`config.mk`:
```
export PLATFORM = sky130hd
export DESIGN_NAME = mem_arb
export DESIGN_NICKNAME = d
export VERILOG_FILES = /design/src/rtl/mem_arb.sv
export SDC_FILE = /design/constraint.sdc
export NUM_CORES = 1
export LEC_CHECK = 0
export CAP_MARGIN = 20
export CELL_PAD_IN_SITES_DETAIL_PLACEMENT = 0
export CELL_PAD_IN_SITES_GLOBAL_PLACEMENT = 1
export CORE_MARGIN = 10
export CORE_UTILIZATION = 21
export DETAILED_ROUTE_END_ITERATION = 16
export PLACE_DENSITY = 0.87
export SETUP_SLACK_MARGIN = 0.1
export SLEW_MARGIN = 20
export SYNTH_ARGS = -nofsm -noshare
export SYNTH_HDL_FRONTEND = slang
export SYNTH_SLANG_ARGS = --single-unit
```
`constraint.sdc`:
```
create_clock -name i_clk -period 1.2 [get_ports i_clk]
set_input_delay 0.12 -clock i_clk [delete_from_list [all_inputs] [get_ports i_clk]]
set_output_delay 0.12 -clock i_clk [all_outputs]
set_load 0.05 [all_outputs]
```
`src/rtl/mem_arb.sv`:
```
// -----------------------------------------------------------------------------
// mem_arb -- two-requester memory arbiter and transaction sequencer.
//
// Shares one memory port between instruction fetch (IFU) and load/store (LSU).
// Only one transaction is in flight at a time. Round-robin arbitration is used
// when both requesters ask in the same IDLE cycle. A response timeout turns a
// stalled memory into an error response.
//
// Parameters:
//   ADDR_W   address width
//   DATA_W   data width (byte mask is DATA_W/8 bits)
//   TIMEOUT  max RESP cycles to wait for i_mem_rvalid; 0 disables the timeout
//
// Ports:
//   i_clk, i_rst                   clock, synchronous active-high reset
//   i_ifu_req/addr                 IFU read request (held until o_ifu_gnt)
//   o_ifu_gnt/rvalid/rdata         IFU accept pulse, response pulse, read data
//   i_lsu_req/addr/wen/wdata/wmask LSU request (held until o_lsu_gnt)
//   o_lsu_gnt/rvalid/rdata         LSU accept pulse, response/write-ack, data
//   o_mem_valid/addr/wen/wdata/wmask  request towards memory
//   i_mem_ready                    memory accepts the request
//   i_mem_rvalid/rdata             memory response
//   o_busy                         transaction in progress
//   o_err                          timeout pulse
// -----------------------------------------------------------------------------
module mem_arb #(
  parameter int ADDR_W  = 32,
  parameter int DATA_W  = 32,
  parameter int TIMEOUT = 255
) (
  input  logic                  i_clk,
  input  logic                  i_rst,

  input  logic                  i_ifu_req,
  input  logic [ADDR_W-1:0]     i_ifu_addr,
  output logic                  o_ifu_gnt,
  output logic                  o_ifu_rvalid,
  output logic [DATA_W-1:0]     o_ifu_rdata,

  input  logic                  i_lsu_req,
  input  logic [ADDR_W-1:0]     i_lsu_addr,
  input  logic                  i_lsu_wen,
  input  logic [DATA_W-1:0]     i_lsu_wdata,
  input  logic [DATA_W/8-1:0]   i_lsu_wmask,
  output logic                  o_lsu_gnt,
  output logic                  o_lsu_rvalid,
  output logic [DATA_W-1:0]     o_lsu_rdata,

  output logic                  o_mem_valid,
  output logic [ADDR_W-1:0]     o_mem_addr,
  output logic                  o_mem_wen,
  output logic [DATA_W-1:0]     o_mem_wdata,
  output logic [DATA_W/8-1:0]   o_mem_wmask,
  input  logic                  i_mem_ready,
  input  logic                  i_mem_rvalid,
  input  logic [DATA_W-1:0]     i_mem_rdata,

  output logic                  o_busy,
  output logic                  o_err
);

  localparam int MASK_W = DATA_W / 8;
  localparam int CNT_W  = (TIMEOUT == 0) ? 1 : $clog2(TIMEOUT + 1);
  localparam bit TO_EN  = (TIMEOUT != 0);
  // Counter value on the last RESP cycle before the timeout fires; the counter
  // is 0 on the first RESP cycle, so the error lands on RESP cycle TIMEOUT.
  localparam logic [CNT_W-1:0] CNT_LAST = CNT_W'(TIMEOUT - 1);

  typedef enum logic [1:0] {
    S_IDLE = 2'd0,
    S_REQ  = 2'd1,
    S_RESP = 2'd2
  } state_t;

  typedef enum logic {
    OWN_IFU = 1'b0,
    OWN_LSU = 1'b1
  } owner_t;

  state_t              r_state;
  // Owner of the current transaction; it also remembers the last grant, which
  // is exactly what round-robin needs on the next conflict.
  owner_t              r_owner;
  logic [ADDR_W-1:0]   r_addr;
  logic                r_wen;
  logic [DATA_W-1:0]   r_wdata;
  logic [MASK_W-1:0]   r_wmask;
  logic [CNT_W-1:0]    r_cnt;

  state_t              w_state_nxt;
  logic                w_any_req;
  logic                w_pick_lsu;
  logic                w_grant;
  logic                w_resp;
  logic                w_timeout;
  logic                w_live;

  assign w_any_req  = i_ifu_req | i_lsu_req;
  // LSU wins when it is alone, or when both ask and the IFU had the last turn.
  assign w_pick_lsu = i_lsu_req & (~i_ifu_req | (r_owner == OWN_IFU));

  // ---------------------------------------------------------------------------
  // Next-state and handshake decode
  // ---------------------------------------------------------------------------
  always_comb begin
    // NOTE: every signal gets a default before the case so no path leaves it
    // unassigned, which would otherwise infer a latch.
    w_state_nxt = r_state;
    w_grant     = 1'b0;
    w_resp      = 1'b0;
    w_timeout   = 1'b0;
    case (r_state)
      S_IDLE: begin
        if (w_any_req) w_state_nxt = S_REQ;
      end
      S_REQ: begin
        if (i_mem_ready) begin
          w_grant     = 1'b1;
          w_state_nxt = S_RESP;
        end
      end
      S_RESP: begin
        // A real response beats a coincident timeout.
        if (i_mem_rvalid) begin
          w_resp      = 1'b1;
          w_state_nxt = S_IDLE;
        end else if (TO_EN && (r_cnt == CNT_LAST)) begin
          w_resp      = 1'b1;
          w_timeout   = 1'b1;
          w_state_nxt = S_IDLE;
        end
      end
      default: w_state_nxt = S_IDLE;
    endcase
  end

  // ---------------------------------------------------------------------------
  // State and request registers
  // ---------------------------------------------------------------------------
  always_ff @(posedge i_clk) begin
    // NOTE: sequential state uses non-blocking assignments so every register
    // samples the pre-edge values, independent of statement order.
    if (i_rst) begin
      r_state <= S_IDLE;
      r_owner <= OWN_IFU;
      r_addr  <= '0;
      r_wen   <= 1'b0;
      r_wdata <= '0;
      r_wmask <= '0;
      r_cnt   <= '0;
    end else begin
      r_state <= w_state_nxt;

      if ((r_state == S_IDLE) && w_any_req) begin
        if (w_pick_lsu) begin
          r_owner <= OWN_LSU;
          r_addr  <= i_lsu_addr;
          r_wen   <= i_lsu_wen;
          r_wdata <= i_lsu_wdata;
          r_wmask <= i_lsu_wmask;
        end else begin
          // Fetches are always reads with no write payload.
          r_owner <= OWN_IFU;
          r_addr  <= i_ifu_addr;
          r_wen   <= 1'b0;
          r_wdata <= '0;
          r_wmask <= '0;
        end
      end

      if (w_grant) begin
        r_cnt <= '0;
      end else if (r_state == S_RESP) begin
        r_cnt <= r_cnt + CNT_W'(1);
      end
    end
  end

  // ---------------------------------------------------------------------------
  // Outputs
  // ---------------------------------------------------------------------------
  // Handshake outputs are suppressed while reset is asserted so a transaction
  // interrupted by reset never produces a grant or a response.
  assign w_live = ~i_rst;

  assign o_mem_valid  = w_live & (r_state == S_REQ);
  assign o_mem_addr   = r_addr;
  assign o_mem_wen    = r_wen;
  assign o_mem_wdata  = r_wdata;
  assign o_mem_wmask  = r_wmask;

  assign o_ifu_gnt    = w_live & w_grant & (r_owner == OWN_IFU);
  assign o_lsu_gnt    = w_live & w_grant & (r_owner == OWN_LSU);

  assign o_ifu_rvalid = w_live & w_resp & (r_owner == OWN_IFU);
  assign o_lsu_rvalid = w_live & w_resp & (r_owner == OWN_LSU);

  // Data passes through only on a genuine response; a timeout returns zero.
  assign o_ifu_rdata  = (o_ifu_rvalid & ~w_timeout) ? i_mem_rdata : '0;
  assign o_lsu_rdata  = (o_lsu_rvalid & ~w_timeout) ? i_mem_rdata : '0;

  assign o_err        = w_live & w_timeout;
  assign o_busy       = (r_state != S_IDLE);

endmodule

```
==> impl_metrics.json, run 1 <==
{
  "status": "complete, but fails checks",
  "violations": "setup timing",
  "rsz0062_at_grt": "true",
  "synth.distinct_cells": 42,
  "gr-usage-all-layers_pct": 16.09,
  "clkTransAtPathRegs_ns": 0.07,
  "ys_ff_latch": 80,
  "period_needed_ns": 1.804,
  "path_max_fanout": 8,
  "cp.required_ns": 1.08,
  "yosys.area.top_type": "dfxtp_1",
  "start_util_pct": 21.28,
  "die_y_um": 157.7,
  "drtPass1Iterations": 4,
  "synthCells": 500,
  "clock-root-buffer": "clkbuf_16",
  "regArea_sq_mm": 0.001620,
  "die_area_sq_mm": 0.02487,
  "most-common-layout-cells": "buf_12 (159), clkdlybuf4s50_1 (137), dfxtp_1 (73)",
  "drc": 0,
  "cts_inserted_buffers": 9,
  "async_reset_ff_share_pct": 0,
  "routed_wl_um": 22460,
  "antenna_cells": 0,
  "muxShareOfSynthArea_pct": 0,
  "cp_data_arrival_time_ns": 1.68,
  "cts_tree": "done",
  "crit_type": "reg -> out",
  "clock.fmax_mhz": 554.5,
  "grt_max_degree": 46,
  "final_common_cell": "buf_12",
  "ys_seq_area_share_pct": 40.23,
  "hold_path_class": "in -> reg",
  "syn_avg_cell_area_sq_um": 7.963,
  "setup-violations-final": 151,
  "end_kind": "primary output",
  "grt_pass1_vias": 5342,
  "viasPerCell": 4.850,
  "vdd_drop_max_mv": 0.7965,
  "synth_top_area_share_pct": 40.23,
  "clk-insertion-delay-late_ns": 0.34,
  "synth-simple-area-share_pct": 28.38,
  "max_slew.worst_pin.slew_ns": 0.5750,
  "portBuffers": 278,
  "fin_cells": 1073,
  "antenna_left": 0,
  "dp.cells": 997,
  "grt_pass1_wl_um": 31150,
  "p_leak_nw": 4.057,
  "yosysWarnings": 0,
  "routedWlPerCell_um": 20.93,
  "synth_area_leaders": "dfxtp_1 (40%), and2_1 (10%), a21oi_1 (9.7%)",
  "layout_setup_ws_ns": -0.6035,
  "cts.sinks": 80,
  "ios": 279,
  "core_area_sq_mm": 0.01871,
  "cts.path.max_buffers": 2,
  "synth_top_family_by_area": "simple AND/OR/NAND/NOR gates",
  "cap_violations": 0,
  "synth-main-ff-cell": "dfxtp_1",
  "multi_input_comb_area_sq_mm": 0.002699,
  "drive_above_1_share_pct": 49.23,
  "vias": 5204,
  "synth_edf_count": 0,
  "nFillCells": 1540,
  "synth_xor_area_share_pct": 0.2200,
  "gp_congestion": 0.7459,
  "report.final.slew_viol_count": 0,
  "synth_compound_area_share_pct": 23.79,
  "final.setup.tns_ns": -72.11,
  "slew_headroom_pct": 61.67,
  "synth_fp_nets": 641,
  "final_nets": 975,
  "period_share_pct": 150.3,
  "cts.htree.levels": 3,
  "synth-adder-area-share_pct": 0.6285,
  "total_power_mw": 10.17,
  "dp_hpwl_um": 14720,
  "die-width_um": 157.7,
  "skew_ns": 0.006582,
  "rrSetupSlack_ns": -0.53,
  "drtIter0Drc": 206,
  "syn2layout_area_growth_pct": 163.0,
  "grt-ovfl-total": 0,
  "finalHoldViolations": 0,
  "power.density_mw_per_mm2": 970.9,
  "worstSetupStartpointType": "flip-flop",
  "antenna_found_initial": 0,
  "row_count": 50,
  "syn_area_sq_mm": 0.003981
}
==> what timing repair did <==
action / 4_1_cts / 5_1_grt
pin swaps: 100 / 22
setup buffers: 35 / 9
cloned: 17 / 6
endpoints found under the setup margin: 151 / 151
hold buffers: 0 / 0
resized for setup: 55 / 63
==> flip-flops by register name, indices dropped and copies added, names as in the netlist <==
signal and count:
o_mem_addr 32, o_mem_wdata 32, o_mem_wen 1, o_mem_wmask 4
r_cnt 8, r_owner 1, r_state 2
==> routing by layer <==
| layer | GRT usage (%) | vias to the layer above | share of wire, % | wire (um) |
|---|---|---|---|---|
| met4 | 4.230 | 0 | 2.2 | 487 |
| met5 | 0 | - | 0 | 0 |
| met2 | 28.47 | 252 | 50 | 11240 |
| met1 | 17.33 | 2452 | 38 | 8468 |
| met3 | 6.540 | 30 | 10 | 2266 |
| li1 | - | 2470 | - | - |
==> synthesized netlist by cell type, types with 2 or more instances <==
cell      number
nor4b_1        2
buf_4          2
buf_1          2
o31ai_1        4
nand2_1       70
clkbuf_1      14
o21ai_1       10
ha_1           2
inv_1          4
nor2_1         6
and2_1        64
or4_1          3
dfxtp_1       80
nand4_1       38
a311oi_1      32
buf_2         31
a21oi_1       77
o21ai_0       29
nor3b_1        2
clkbuf_2       4
nand3_1        3
==> area by class of cell <==
| type | count | area share [%] |
|---|---|---|
| Timing Repair Buffer | 375 | 53.00 |
| Clock inverter | 6 | 0.4779 |
| Clock buffer | 10 | 2.282 |
| Tap cell | 234 | 2.796 |
| Inverter | 5 | 0.2031 |
| Multi-Input combinational cell | 363 | 25.77 |
| Sequential cell | 80 | 15.47 |
==> path summary, 6_finish.rpt <==
path                                      from               to  cells past startpoint
worst min register to register  o_mem_wdata[9]   o_mem_wdata[9]                      2
worst max register to register      r_state[0]   o_mem_wdata[4]                     10
worst max-delay path                r_state[0]  o_ifu_rdata[12]                      6
worst min-delay path                     i_rst       r_state[1]                      3
==> logic make-up (layout without fill, tap and decap cells) <==
| group | Yosys count | count (layout) |
|---|---|---|
| and+or+nand+nor | 201 | 202 |
| AOI/OAI and AO/OA | 158 | 158 |
| adders and majority gates | 2 | 2 |
| buffers and inverters | 58 | 396 |
| DFF | 80 | 80 |
| xor gates and xnor gates | 1 | 1 |
==> through the flow <==
| step | utilization (%) | worst slack (ns) | cell area [sq um] | hold slack [ns] |
|---|---|---|---|---|
| after floorplan | - | -0.3464 | 4434 | 0.2249 |
| after global placement | 47.63 | -0.5500 | 8909 | 0.4669 |
| after detailed placement | 47.63 | -0.6048 | 8909 | 0.4893 |
| after CTS | 54.45 | -0.6201 | 10180 | 0.2483 |
| after global routing | 55.99 | -0.6631 | 10470 | 0.2863 |
| final | 55.99 | -0.6035 | 10470 | 0.2689 |
==> critical path, cell delays in order (launching register included) <==
cell and delay [ns]:
dfxtp_4 0.36, nand2b_4 0.15, nor4b_4 0.21, buf_6 0.18
clkbuf_16 0.16, and2_4 0.15, buf_12 0.13
==> power by group <==
group,internal [mW],total (mW),switching [mW]
registers,2.88,3.14,0.259
logic,2.27,4.29,2.02
clock network,1.49,2.73,1.24
Power figures use the tool's default switching activity.
==> inputs of run 2 (changes only) <==
--- a/config.mk
+++ b/config.mk
@@ -5,7 +5,7 @@
 export SDC_FILE = /design/constraint.sdc
 export NUM_CORES = 1
 export LEC_CHECK = 0
-export CAP_MARGIN = 20
+export CAP_MARGIN = 30
 export CELL_PAD_IN_SITES_DETAIL_PLACEMENT = 0
 export CELL_PAD_IN_SITES_GLOBAL_PLACEMENT = 1
 export CORE_MARGIN = 10
==> results of run 2 <==
No change in the layout: final DEF, timing and power equal those of run 1.
